### src/rtl/vdb_output_monitor.sv
// vdb_output_monitor: per-channel change detector feeding a timestamped,
// round-robin arbitrated, first-word fall-through event FIFO.
module vdb_output_monitor #(
   parameter int CHANNELS = 16,
   parameter int WIDTH    = 8,
   parameter int DEPTH    = 16,
   parameter int TS_WIDTH = 32,
   localparam int CW = (CHANNELS > 1) ? $clog2(CHANNELS) : 1,
   localparam int AW = $clog2(DEPTH),
   localparam int FW = AW + 1
) (
   input  logic                      CLK_50,
   input  logic                      RST_N,
   input  logic [CHANNELS*WIDTH-1:0] IN_DATA,
   input  logic [CHANNELS-1:0]       IN_MASK,
   output logic                      EVT_VALID,
   input  logic                      EVT_READY,
   output logic [CW-1:0]             EVT_CHANNEL,
   output logic [WIDTH-1:0]          EVT_VALUE,
   output logic [TS_WIDTH-1:0]       EVT_TIME,
   output logic [FW-1:0]             FILL,
   output logic                      OVERFLOW,
   input  logic                      OVF_CLR
);

   localparam int EW = CW + WIDTH + TS_WIDTH;
   localparam logic [FW-1:0] FULL_LVL = FW'(DEPTH);
   localparam logic [CW-1:0] LAST_CH  = CW'(CHANNELS - 1);

   logic [WIDTH-1:0]    sample [CHANNELS];
   logic [WIDTH-1:0]    shadow [CHANNELS];
   logic [TS_WIDTH-1:0] ts;
   logic [CW-1:0]       ptr;
   logic [EW-1:0]       mem [DEPTH];
   logic [AW-1:0]       wr_ptr;
   logic [AW-1:0]       rd_ptr;
   logic [FW-1:0]       fill;
   logic                ovf;

   logic [CHANNELS-1:0] pending;
   logic                hi_hit;
   logic                lo_hit;
   logic [CW-1:0]       hi_idx;
   logic [CW-1:0]       lo_idx;
   logic [WIDTH-1:0]    hi_val;
   logic [WIDTH-1:0]    lo_val;
   logic                grant;
   logic [CW-1:0]       gnt;
   logic [WIDTH-1:0]    gnt_val;
   logic [CW-1:0]       ptr_nxt;
   logic                full;
   logic                push;
   logic                pop;
   logic                blocked;
   logic [EW-1:0]       head;

   // Descending scan so the last hit is the lowest index; the hi set
   // only admits channels at or above the pointer, lo is the wrap case.
   always_comb begin
      pending = '0;
      hi_hit  = 1'b0;
      lo_hit  = 1'b0;
      hi_idx  = '0;
      lo_idx  = '0;
      hi_val  = '0;
      lo_val  = '0;
      for (int c = CHANNELS - 1; c >= 0; c--) begin
         pending[c] = IN_MASK[c] && (sample[c] != shadow[c]);
         if (pending[c]) begin
            lo_hit = 1'b1;
            lo_idx = CW'(c);
            lo_val = sample[c];
            if (CW'(c) >= ptr) begin
               hi_hit = 1'b1;
               hi_idx = CW'(c);
               hi_val = sample[c];
            end
         end
      end
   end

   assign grant   = hi_hit | lo_hit;
   assign gnt     = hi_hit ? hi_idx : lo_idx;
   assign gnt_val = hi_hit ? hi_val : lo_val;
   assign ptr_nxt = (gnt == LAST_CH) ? '0 : gnt + CW'(1);

   assign full    = (fill == FULL_LVL);
   assign push    = grant && !full;
   assign blocked = grant && full;
   assign pop     = (fill != '0) && EVT_READY;

   always_ff @(posedge CLK_50 or negedge RST_N) begin
      if (!RST_N) begin
         ts  <= '0;
         ptr <= '0;
         for (int c = 0; c < CHANNELS; c++) begin
            sample[c] <= '0;
            shadow[c] <= '0;
         end
      end else begin
         ts <= ts + TS_WIDTH'(1);
         for (int c = 0; c < CHANNELS; c++) begin
            sample[c] <= IN_DATA[c*WIDTH +: WIDTH];
            if (push && gnt == CW'(c))
               shadow[c] <= gnt_val;
         end
         if (push)
            ptr <= ptr_nxt;
      end
   end

   always_ff @(posedge CLK_50) begin
      if (push)
         mem[wr_ptr] <= {gnt, gnt_val, ts};
   end

   // Fill is the full/empty authority; pointers wrap naturally.
   always_ff @(posedge CLK_50 or negedge RST_N) begin
      if (!RST_N) begin
         wr_ptr <= '0;
         rd_ptr <= '0;
         fill   <= '0;
         ovf    <= 1'b0;
      end else begin
         if (push)
            wr_ptr <= wr_ptr + AW'(1);
         if (pop)
            rd_ptr <= rd_ptr + AW'(1);
         case ({push, pop})
            2'b10:   fill <= fill + FW'(1);
            2'b01:   fill <= fill - FW'(1);
            default: fill <= fill;
         endcase
         if (blocked)
            ovf <= 1'b1;
         else if (OVF_CLR)
            ovf <= 1'b0;
      end
   end

   assign head      = mem[rd_ptr];
   assign EVT_VALID = (fill != '0);
   assign {EVT_CHANNEL, EVT_VALUE, EVT_TIME} = EVT_VALID ? head : '0;
   assign FILL      = fill;
   assign OVERFLOW  = ovf;

endmodule

### config.mk
export PLATFORM = sky130hd
export DESIGN_NAME = vdb_output_monitor
export DESIGN_NICKNAME = d
export VERILOG_FILES = /design/src/rtl/vdb_output_monitor.sv
export SDC_FILE = /design/constraint.sdc
export NUM_CORES = 1
export LEC_CHECK = 0
export ABC_AREA = 1
export CAP_MARGIN = 15
export CORE_ASPECT_RATIO = 0.5
export CORE_MARGIN = 2
export CORE_UTILIZATION = 57
export DETAILED_ROUTE_END_ITERATION = 10
export DONT_BUFFER_PORTS = 1
export PLACE_DENSITY = 0.83
export REMOVE_ABC_BUFFERS = 1
export SKIP_LAST_GASP = 1
export SLEW_MARGIN = 40
export SYNTH_ARGS = -nofsm -noshare
export SYNTH_HDL_FRONTEND = slang
export SYNTH_SLANG_ARGS = --single-unit
### constraint.sdc
create_clock -name CLK_50 -period 4.21 [get_ports CLK_50]
set_input_delay 0.842 -clock CLK_50 [delete_from_list [all_inputs] [get_ports CLK_50]]
set_output_delay 0.842 -clock CLK_50 [all_outputs]
set_load 0.02 [all_outputs]
==> run summary, run 1 <==
The global route total overflow came out at 0. The post-synthesis average cell area is roughly 11 µm². Clock tree synthesis found a total of ~1000 sinks.

The worst max-slew margin expressed relative to the limit is ~38%. The tree is rooted in a sky130_fd_sc_hd__clkbuf_16. Clock skew on the completed layout was measured at ~0.033 ns. The total wire length is approximately 120000 µm. The number of max-cap violations came out at 0.

The critical path goes through inv_4, buf_4, o21ai_0, o221ai_1, nand3_1, a21oi_1. Synthesis handed over a netlist of between 4000 and 5000 instances. The total die area came out at a little under 80000 µm². For this configuration, the core starts out at a cell density of 57.5%. The share of post-route cells with drive strength above 1 is 9.69%. The final core utilization is roughly 64%. The startpoint identified for the worst register-to-register timing path is ts[1]$_DFF_PN0_. After detailed routing, no signal wire sits above met5. TritonCTS built the clock tree. The final critical delay including setup and external delays is 4.14 ns.

The least setup slack across all paths after layout came out at 0.0729 ns. The core area is between 70000 and 80000 µm². Summed over all instances, the cell type with the most area after synthesis is sky130_fd_sc_hd__edfxtp_1. The aggregate negative setup slack is 0 ns. The maximum level of the CTS H-tree is 3. Counting flops and latches in the post-synthesis netlist gives around 1000. Data on the critical path is required at its endpoint by 3.37 ns. The maximum single-stage delay on the critical path is about 0.60 ns. Setup violations remaining at the end of the flow were counted as 0. The number of iterations in the first detailed-routing pass is 6. The worst slack at placement is 0.187 ns. The flow ran to the end, but the final reports show violations. The count of boundary I/O pins came out at about 200. The via-per-instance ratio came out at 6.08. The global-route usage over all layers came out at 30.5%. During placement, the flow inserted port buffers numbering 0. The number of global-route vias before repair came to approximately 30000. The synthesized netlist occupies a cell area of between 40000 and 50000 µm². VDD sags by at most between 500 and 600 µV. The class of the tightest hold or removal check is input port to asynchronous set/reset pin.

The residual antenna-violating net count after detailed routing came out at 0. The residual DRC count is 0. The clock latency at the later pin of the worst-skew pair is 0.70 ns. On the final layout, the worst hold slack is -0.134 ns.

The final reports fail on hold timing. The relative area change from synthesis to final layout is 11.9%. Summed over all nets, wire length on met2 after detailed routing comes to approximately 58000 µm. The transition at the pin with the smallest max-transition slack is between 0.9 and 1 ns. The distinct cell type count after synthesis came out at 49.

The critical path is of the flip-flop to primary output type. The share of the cycle needed by the critical path after routing is between 90% and 100%. The die is about 400 µm wide. The clock tree buffer depth is 3. The first-pass GRT wire length is roughly 180000 µm. The met3 layer wire length in the routed design came out at between 10000 and 15000 µm.

Dividing total power by cell area gives a power density of approximately 760 nW/µm². The worst-path maximum fanout is 41. The count of nets after finishing came out at ~4200. The share of the Yosys chip area taken by registers is approximately 67%.

Row generation in the floorplan step produced 71 rows. The kind of launch point of the worst setup path is a flip-flop. The initial antenna violation count came out at 5. In the post-synthesis netlist, the biggest area contributors are sky130_fd_sc_hd__edfxtp_1 (49%), sky130_fd_sc_hd__dfrtp_1 (18%), sky130_fd_sc_hd__nand2_1 (7.3%), sky130_fd_sc_hd__o21ai_0 (5.9%), sky130_fd_sc_hd__nor2_1 (4.3%). The largest individual stage delay along the critical path comes from the cell sky130_fd_sc_hd__dfrtp_4.

Summed over all cells, the static leakage comes to around 19 nW. The worst setup path is captured at a primary output. The maximum frequency from static timing analysis came out at ~0.24 GHz.

The timing startpoint of the critical path is rd_ptr[1]$_DFFE_PN0P_. The floorplan step set the die height to 199 µm. The maximum number of pins on one net before global-route repair is around 300. The clock-pin transition on the worst setup and hold timing paths came out at approximately 0.07 ns.

The hold violation count in the final report came out at roughly 310. The cell area after layout is 48300 µm². The count of final max-slew check failures came out at 0.

The final RePlAce weighted congestion came out at between 0.9 and 1. The starting DRC count in detailed routing came out at around 4500. The arrival time of data at the critical path endpoint came out at roughly 3.3 ns.

After synthesis, the largest area contributor takes up 49.0% of total cell area. The CTS buffer count is 86. The total number of vias came out at about 32000. Summing all placed instances gives a cell area of roughly 45000 µm².

The overall power consumption is roughly 37 mW. Detailed placement finished with a half-perimeter wire length of ~69000 µm. The wire length on met1 came out at roughly 45000 µm. For this run, the number of Yosys warnings is 0. After detailed routing, the average wire length per cell comes to around 23 µm.
-- worst paths after layout --
check | end | slack, ns | cells after the start
hold reg to reg | shadow[71]$_DFFE_PN0P_ | 0.50 | 2
setup / recovery | EVT_CHANNEL[2] | 0.07 | 6
setup reg to reg | ts[28]$_DFF_PN0_ | 0.26 | 16
max in group asynchronous | ts[0]$_DFF_PN0_ | 3.94 | 0
hold / removal | sample[45]$_DFF_PN0_ | -0.13 | 0
min in group CLK_50 | sample[113]$_DFF_PN0_ | 0.18 | 0
-- sequential cells by signal, summed over array words and instances, names as in the netlist --
register  flops
FILL          5
ts           32
sample      128
OVERFLOW      1
rd_ptr        4
mem         704
wr_ptr        4
shadow      128
ptr           4
-- worst max-delay path, delay by kind of cell, from the launching register on --
kind	cells	cell delay, ns
compound gates	3	1.07
buf+inv	2	0.76
flops	1	0.60
simple gates	1	0.12
-- report_power, final --
| group | leakage (nW) | total (mW) | switching (mW) | internal [mW] |
|---|---|---|---|---|
| Combinational | 7.51 | 14.3 | 10.2 | 4.11 |
| Clock | 1.44 | 8.31 | 3.69 | 4.61 |
| Sequential | 10.3 | 14.2 | 0.966 | 13.3 |
| Total | 19.3 | 36.8 | 14.8 | 22.0 |
-- final cells by class --
| cell class | instances | area (µm²) |
|---|---|---|
| antenna | 4 | 10.0 |
| clock buffer | 116 | 2440 |
| clock inverter | 45 | 522 |
| fill | 5450 | 26700 |
| inverter | 271 | 1030 |
| multi-input combinational | 2567 | 12800 |
| sequential | 1010 | 28800 |
| tap | 1022 | 1280 |
| timing repair buffer | 149 | 1390 |
-- synth_stat cells, drive strengths merged --
| master | number |
|---|---|
| and3 | 1 |
| nand4 | 16 |
| o221ai | 124 |
| and2 | 4 |
| a21oi | 86 |
| o21ai | 514 |
| nor4 | 16 |
| nand3 | 181 |
| xnor2 | 30 |
| nor3 | 17 |
| o21bai | 1 |
| a22o | 1 |
| dfrtp | 306 |
| a21boi | 1 |
| inv | 269 |
| clkinv | 2 |
| edfxtp | 704 |
| a211oi | 7 |
| buf | 21 |
| nor2 | 526 |
| o32ai | 1 |
| or2 | 6 |
| nand2 | 849 |
| nand3b | 5 |
| a221oi | 3 |
| ha | 14 |
| o22ai | 59 |
| a31oi | 3 |
| xor2 | 100 |
| o211a | 1 |
| clkbuf | 160 |
| o211ai | 1 |
-- layer usage --
metal | global-route usage, % | up-vias
met5 | 0 | -
met3 | 5.08 | 362
met4 | 13.3 | 2
met1 | 40.6 | 15100
met2 | 50.1 | 2012
li1 | - | 14000
-- stage by stage --
| stage | instances | hold WS (ns) |
|---|---|---|
| 6_report | 5184 | -0.134 |
| 5_1_grt | 5184 | -0.147 |
| 4_1_cts | 5163 | -0.171 |
| 3_5_place_dp | 5002 | 0.485 |
| 3_3_place_gp | 4994 | 0.481 |
| 2_1_floorplan | 3848 | 0.464 |
-- repair_timing --
| item | 4_1_cts | 5_1_grt |
|---|---|---|
| setup endpoints to repair | 1 | 144 |
| cloned | 0 | 1 |
| setup buffers | 0 | 16 |
| hold endpoints to repair | 306 | 306 |
| gates resized for setup | 1 | 17 |
| pin swaps | 0 | 7 |
-- cells in the final DEF (no fill, tap or decap), types with 100 or more instances in the layout --
master and count:
sky130_fd_sc_hd__nand2_1 834, sky130_fd_sc_hd__nand3_1 178, sky130_fd_sc_hd__edfxtp_1 704, sky130_fd_sc_hd__o21ai_0 509, sky130_fd_sc_hd__dfrtp_1 300, sky130_fd_sc_hd__inv_1 236, sky130_fd_sc_hd__buf_4 126, sky130_fd_sc_hd__nor2_1 482
sky130_fd_sc_hd__xor2_1 100, sky130_fd_sc_hd__o221ai_1 124
-- logic make-up (layout without fill, tap and decap cells) --
group	count (synthesis)	in the layout	share of synthesized area [%]
and+or+nand+nor	1621	1621	15.5
DFF	1010	1010	66.7
AOI/OAI and AO/OA	802	802	10.7
buffers and inverters	452	581	3.98
xor gates and xnor gates	130	130	2.64
adders and majority gates	14	14	0.406
other	0	4	0
(Power assumes the default switching activity.)
==> run 2, diff against run 1 <==
GPL_ROUTABILITY_DRIVEN = 1   (was not set)
==> results of run 2 <==
Same layout as run 1: the final DEF is identical, and so are final timing and power.
